### config.mk
export PLATFORM = sky130hd
export DESIGN_NAME = ball_motion_unit
export DESIGN_NICKNAME = d
export VERILOG_FILES = /design/src/rtl/brick_pkg.sv /design/src/rtl/frame_tick_gen.sv /design/src/rtl/ball_motion_unit.sv
export SDC_FILE = /design/constraint.sdc
export NUM_CORES = 1
export LEC_CHECK = 0
export BUFFER_PORTS_ARGS = -buffer_cell sky130_fd_sc_hd__buf_2
export CAP_MARGIN = 25
export CORE_MARGIN = 4
export CORE_UTILIZATION = 46
export CTS_CLUSTER_DIAMETER = 60
export DETAILED_ROUTE_END_ITERATION = 7
export PLACE_DENSITY = 0.68
export SKIP_CTS_REPAIR_TIMING = 1
export SLEW_MARGIN = 20
export SYNTH_ARGS = -nofsm -noshare
export SYNTH_HDL_FRONTEND = slang
export SYNTH_HIERARCHICAL = 1
export SYNTH_SLANG_ARGS = --single-unit
### constraint.sdc
create_clock -name clk -period 3.8 [get_ports clk]
set_clock_uncertainty 0.2 [all_clocks]
set_input_delay 0.38 -clock clk [delete_from_list [all_inputs] [get_ports clk]]
set_output_delay 0.38 -clock clk [all_outputs]
set_load 0.05 [all_outputs]
### src/rtl/brick_pkg.sv
// Shared brick-smash constants and the ball sequencing state type.
package brick_pkg;

  localparam int H_DISPLAY   = 256;
  localparam int V_DISPLAY   = 240;
  localparam int BALL_SIZE   = 4;
  localparam int INIT_X      = 128;
  localparam int INIT_Y      = 128;
  localparam int SPEED       = 2;
  localparam int MAX_SPEED   = 6;
  localparam int MISS_FRAMES = 60;

  // Width of the per-axis speed magnitude (must hold MAX_SPEED).
  localparam int SPD_W = 3;

  typedef enum logic [1:0] {
    IDLE = 2'd0,
    MOVE = 2'd1,
    MISS = 2'd2
  } ball_state_t;

endpackage

### src/rtl/frame_tick_gen.sv
// Vertical-sync rising-edge detector; the tick is high during the first
// cycle that vsync is seen high. Shared by the ball and paddle blocks.
module frame_tick_gen (
  input  logic clk,
  input  logic reset,
  input  logic vsync,
  output logic tick
);

  logic vsync_q_r;

  // Delay vsync by one cycle for edge detection.
  always_ff @(posedge clk or negedge reset) begin
    if (!reset) begin
      vsync_q_r <= 1'b0;
    end else begin
      vsync_q_r <= vsync;
    end
  end

  assign tick = vsync & ~vsync_q_r;

endmodule

### src/rtl/ball_motion_unit.sv
// Ball position, direction and serve/move/miss sequencing for brick-smash.
// Optional build macro BALL_SPEEDUP_EN: every 8th paddle/brick bounce raises
// the per-axis speed by one pixel per frame, capped at MAX_SPEED.
module ball_motion_unit
  import brick_pkg::*;
(
  input  logic       clk,
  input  logic       reset,
  input  logic [8:0] hpos,
  input  logic [8:0] vpos,
  input  logic       vsync,
  input  logic       serve,
  input  logic       hit_h,
  input  logic       hit_v,
  output logic       ball_gfx,
  output logic [8:0] ball_x,
  output logic [8:0] ball_y,
  output logic       miss,
  output logic [1:0] state
);

  localparam logic [9:0] X_MAX = 10'(H_DISPLAY - BALL_SIZE);
  localparam logic [9:0] Y_MAX = 10'(V_DISPLAY - BALL_SIZE);
  localparam int         CNT_W = $clog2(MISS_FRAMES);

  logic              tick_s;
  logic              hit_h_r;
  logic              hit_v_r;
  ball_state_t       state_r;
  logic [8:0]        ball_x_r;
  logic [8:0]        ball_y_r;
  logic              dx_neg_r;
  logic              dy_neg_r;
  logic              miss_r;
  logic [CNT_W-1:0]  miss_cnt_r;
  logic              miss_done_s;
  logic [SPD_W-1:0]  spd_s;

  logic [9:0]        mag_s;
  logic [9:0]        x_sum_s;
  logic [9:0]        y_sum_s;
  logic              dx_neg_flip_s;
  logic              dy_neg_flip_s;
  logic [8:0]        nx_s;
  logic [8:0]        ny_s;
  logic              ndx_neg_s;
  logic              ndy_neg_s;
  logic              bottom_s;

  logic [8:0]        h_off_s;
  logic [8:0]        v_off_s;

  frame_tick_gen u_frame_tick_gen (
    .clk   (clk),
    .reset (reset),
    .vsync (vsync),
    .tick  (tick_s)
  );

  // Sticky collision flags: accumulate over a frame, restart on the tick
  // (a hit on the tick cycle itself belongs to the new frame).
  always_ff @(posedge clk or negedge reset) begin
    if (!reset) begin
      hit_h_r <= 1'b0;
      hit_v_r <= 1'b0;
    end else if (tick_s) begin
      hit_h_r <= hit_h;
      hit_v_r <= hit_v;
    end else begin
      hit_h_r <= hit_h_r | hit_h;
      hit_v_r <= hit_v_r | hit_v;
    end
  end

  assign miss_done_s = (miss_cnt_r == CNT_W'(MISS_FRAMES - 1));

`ifdef BALL_SPEEDUP_EN
  logic [SPD_W-1:0] spd_r;
  logic [2:0]       bounce_cnt_r;
  logic             idle_entry_s;

  assign idle_entry_s = tick_s && (state_r == MISS) && miss_done_s;

  // Bounce counter and speed ramp; both restart when the ball is parked.
  always_ff @(posedge clk or negedge reset) begin
    if (!reset) begin
      spd_r        <= SPD_W'(SPEED);
      bounce_cnt_r <= 3'd0;
    end else if (idle_entry_s) begin
      spd_r        <= SPD_W'(SPEED);
      bounce_cnt_r <= 3'd0;
    end else if (tick_s && (state_r == MOVE) && (hit_h_r | hit_v_r)) begin
      bounce_cnt_r <= bounce_cnt_r + 3'd1;
      if ((bounce_cnt_r == 3'd7) && (spd_r < SPD_W'(MAX_SPEED))) begin
        spd_r <= spd_r + SPD_W'(1);
      end else begin
        spd_r <= spd_r;
      end
    end else begin
      spd_r        <= spd_r;
      bounce_cnt_r <= bounce_cnt_r;
    end
  end

  assign spd_s = spd_r;
`else
  assign spd_s = SPD_W'(SPEED);
`endif

  // Next-frame position and direction: apply collision flips, then wall rules.
  always_comb begin
    mag_s         = {{(10 - SPD_W){1'b0}}, spd_s};
    x_sum_s       = {1'b0, ball_x_r} + mag_s;
    y_sum_s       = {1'b0, ball_y_r} + mag_s;
    dx_neg_flip_s = dx_neg_r ^ hit_h_r;
    dy_neg_flip_s = dy_neg_r ^ hit_v_r;
    nx_s          = ball_x_r;
    ny_s          = ball_y_r;
    ndx_neg_s     = dx_neg_flip_s;
    ndy_neg_s     = dy_neg_flip_s;
    bottom_s      = 1'b0;

    if (dx_neg_flip_s) begin
      if ({1'b0, ball_x_r} < mag_s) begin
        nx_s      = 9'd0;
        ndx_neg_s = 1'b0;
      end else begin
        nx_s      = ball_x_r - mag_s[8:0];
        ndx_neg_s = 1'b1;
      end
    end else begin
      if (x_sum_s > X_MAX) begin
        nx_s      = X_MAX[8:0];
        ndx_neg_s = 1'b1;
      end else begin
        nx_s      = x_sum_s[8:0];
        ndx_neg_s = 1'b0;
      end
    end

    if (dy_neg_flip_s) begin
      if ({1'b0, ball_y_r} < mag_s) begin
        ny_s      = 9'd0;
        ndy_neg_s = 1'b0;
      end else begin
        ny_s      = ball_y_r - mag_s[8:0];
        ndy_neg_s = 1'b1;
      end
    end else begin
      if (y_sum_s > Y_MAX) begin
        bottom_s  = 1'b1;
        ny_s      = ball_y_r;
        ndy_neg_s = 1'b0;
      end else begin
        ny_s      = y_sum_s[8:0];
        ndy_neg_s = 1'b0;
      end
    end
  end

  // Serve/move/miss sequencer; advances only on the frame tick.
  always_ff @(posedge clk or negedge reset) begin
    if (!reset) begin
      state_r    <= IDLE;
      ball_x_r   <= 9'(INIT_X);
      ball_y_r   <= 9'(INIT_Y);
      dx_neg_r   <= 1'b0;
      dy_neg_r   <= 1'b0;
      miss_r     <= 1'b0;
      miss_cnt_r <= '0;
    end else begin
      miss_r <= 1'b0;
      if (tick_s) begin
        case (state_r)
          IDLE: begin
            ball_x_r <= 9'(INIT_X);
            ball_y_r <= 9'(INIT_Y);
            dx_neg_r <= 1'b0;
            dy_neg_r <= 1'b0;
            if (serve) begin
              state_r <= MOVE;
            end else begin
              state_r <= IDLE;
            end
          end
          MOVE: begin
            if (bottom_s) begin
              state_r    <= MISS;
              miss_r     <= 1'b1;
              miss_cnt_r <= '0;
            end else begin
              ball_x_r <= nx_s;
              ball_y_r <= ny_s;
              dx_neg_r <= ndx_neg_s;
              dy_neg_r <= ndy_neg_s;
            end
          end
          MISS: begin
            if (miss_done_s) begin
              state_r    <= IDLE;
              ball_x_r   <= 9'(INIT_X);
              ball_y_r   <= 9'(INIT_Y);
              dx_neg_r   <= 1'b0;
              dy_neg_r   <= 1'b0;
              miss_cnt_r <= '0;
            end else begin
              miss_cnt_r <= miss_cnt_r + CNT_W'(1);
            end
          end
          default: begin
            state_r <= IDLE;
          end
        endcase
      end
    end
  end

  // Beam-in-ball test with 9-bit wrap, so the square is found anywhere.
  assign h_off_s  = hpos - ball_x_r;
  assign v_off_s  = vpos - ball_y_r;
  assign ball_gfx = (h_off_s < 9'(BALL_SIZE)) && (v_off_s < 9'(BALL_SIZE));

  assign ball_x = ball_x_r;
  assign ball_y = ball_y_r;
  assign miss   = miss_r;
  assign state  = state_r;

endmodule

==> results.yml <==
route:
  via_per_inst: 6.00
  drcViolationCount: 0
  wl_per_cell_um: 15.1
  drtIter0Drc: 173
  dr.pass1.iters: 4
  finalWirelength_mm: 6.65
  vias: 2636
  final_antenna_net_count: 0
pwr:
  power_density_nw_per_um2: 723
  p_int_mw: 1.01
  p_seq_share_pct: 27.8
  leakagePower_nw: 1.30
  power_frac_clock_pct: 11.2
  switchingPower_mw: 1.12
  power_frac_comb_pct: 61.0
  switching_share_pct: 52.6
  vdd_drop_max_mv: 0.394
hold_path:
  hp-class: "input port to flop"
placed_design:
  io_buffers: 41
  gp_congestion: 0.935
  hpwl_mm: 4.95
  place_area_um2: 2870
die:
  fp.dieW_um: 83.8
  rows: 27
  die_h_um: 83.8
  boundaryPins: 46
  coreArea_um2: 5540
  start_util_pct: 47.7
  die-area_um2: 7020
sta:
  tightest_slew_ns: 0.924
  max_freq_mhz: 298
  slew_headroom_pct: 37.5
  finalHoldViolCount: 0
  fin_tns_setup_ns: 0
  period_minus_slack_ns: 3.36
  rsz0062_at_grt: "no"
  min_period_over_period_pct: 88.4
  setup_viol: 0
  slew_viol_final: 0
synth:
  yosysTopAreaCell: "dfrtp_1"
  synthArstFlopShare_pct: 100
  avgSynthCellArea_um2: 7.98
  syn_inst: 331
  ys_top_cells_by_area: "dfrtp_1, ha_1, o21ai_0"
  synth_commonest_cells: "nand2_1, dfrtp_1, nor2_1"
  syn-cell-area_um2: 2640
  ys_ff_latch: 30
  synth_top_area_share_pct: 26.5
  ys_types: 62
  ys_seq_area_share_pct: 28.5
  synth-edff-count: 0
  yosysWarnings: 6
  synth_ff_type: "dfrtp_1"
  yosysMostFrequentCell: "nand2_1"
layout:
  area_growth_pct: 12.0
  n_antenna_cell: 0
  final_util_pct: 53.4
  nNetsFinal: 410
  fillCellCount: 565
  multi_input_area_um2: 1710
  final_area_um2: 2960
  drive_above_1_share_pct: 16.3
  regArea_um2: 753
clock_tree:
  htreeDepth: 2
  root_buffer: "clkbuf_8"
  clockBufferDepth: 2
  cts_made_buffers: 5
  cts_tree: "done"
  clk_pin_slew_ns: 0.06
  clock-sinks: 30
  worstSkewPairLatency_ns: 0.28
grt:
  grt_pass1_vias: 2393
  overflow: 0
  gr-usage-all-layers_pct: 19.2
  antenna_found_initial: 0
  grt_max_degree: 31
  grt_pass1_wl_mm: 11.3
worst_setup_path:
  start_kind: "flop"
  crit_path_end_kind: "output pin"
  crit_path_max_fanout: 10
  worstPathArrival_ns: 2.78
  crit_type: "flop to output pin"
  cp.required_ns: 3.22
status:
  run_status: "finished, final reports clean"
job:
  cap_viol_max_count: 0
==> worst paths after layout <==
| path | cells past startpoint | end | slack [ns] | start |
|---|---|---|---|---|
| setup / recovery | 9 | ball_gfx | 0.44 | ball_y[6] |
| hold / removal | 1 | u_frame_tick_gen/vsync_q_r | 0.02 | vsync |
| setup reg to reg | 9 | ball_y[4] | 0.71 | ball_y[1] |
| hold reg to reg | 1 | miss_cnt_r[5] | 0.32 | miss_cnt_r[5] |
| max in group asynchronous | 2 | dx_neg_r | 2.45 | reset |
| min in group asynchronous | 2 | ball_y[4] | 0.49 | reset |
==> metrics by stage <==
stage	hold slack, ns	power, mW	cells	setup slack, ns
2_1_floorplan	-0.116	1.60	332	0.561
3_3_place_gp	0.264	1.86	431	0.758
3_5_place_dp	0.268	1.89	431	0.737
4_1_cts	-0.0365	2.13	438	0.427
5_1_grt	0.0257	2.32	439	0.152
6_report	0.0206	2.14	439	0.442
==> placed cells by master (no fill, tap or decap), drive strengths merged, types with 5 or more instances in the layout <==
cell type / count
dfrtp: 28
nor3: 13
o21ai: 27
a21oi: 16
and3: 5
nor2: 27
a31oi: 7
nand2: 33
nand2b: 6
buf: 46
o31ai: 8
nand3: 19
o211ai: 6
xnor2: 10
inv: 19
ha: 19
o21a: 5
clkbuf: 7
==> kinds of logic (layout without fill, tap and decap cells) <==
family / count (synthesis) / after routing / synth area share (%)
XOR/XNOR: 14 / 14 / 4.64
other: 1 / 2 / 0.142
multiplexers: 3 / 3 / 1.14
buffers and inverters: 38 / 73 / 6.73
AO/OA/AOI/OAI: 107 / 107 / 28.1
adder cells (fa/ha/maj): 19 / 19 / 9.00
flip-flops: 30 / 30 / 28.5
AND/OR/NAND/NOR: 119 / 119 / 21.7
==> registers in the layout (all words and copies together) (netlist names) <==
| register | count |
|---|---|
| ball_x | 8 |
| miss | 1 |
| hit_h_r | 1 |
| dx_neg_r | 1 |
| dy_neg_r | 1 |
| state | 2 |
| hit_v_r | 1 |
| ball_y | 8 |
| u_frame_tick_gen/vsync_q_r | 1 |
| miss_cnt_r | 6 |
==> power groups by stage <==
stage               combinational (mW)  clock (mW)  sequential, mW
finish                            1.30       0.240           0.594
global route                      1.44       0.258           0.620
CTS                               1.30       0.247           0.589
detailed placement                1.29           0           0.595
global placement                  1.28           0           0.589
floorplan                        0.852           0           0.749
==> critical path, stage by stage, from the launching register on <==
cell       delay, ns
dfrtp_1         0.51
inv_1           0.18
ha_1            0.38
nor2_1          0.11
o22ai_1         0.08
a2111oi_0       0.38
o211ai_1        0.14
nor4_1          0.28
o211a_1         0.18
buf_2           0.25
==> final cells by class <==
| cell class | instances | area share (%) |
|---|---|---|
| timing repair buffer | 47 | 8.54 |
| sequential | 30 | 25.5 |
| tap | 72 | 3.05 |
| multi-input combinational | 264 | 58.0 |
| inverter | 19 | 2.41 |
| clock buffer | 7 | 2.58 |
==> metal layers <==
layer / track usage (%) / share of wire (%) / vias up
met4: 4.53 / 1.1 / 0
met1: 25.8 / 45 / 1215
met5: 0 / 0 / -
met2: 31.7 / 46 / 112
li1: - / - / 1300
met3: 3.95 / 7.7 / 9
No activity file was read; power rests on OpenSTA's default activity.
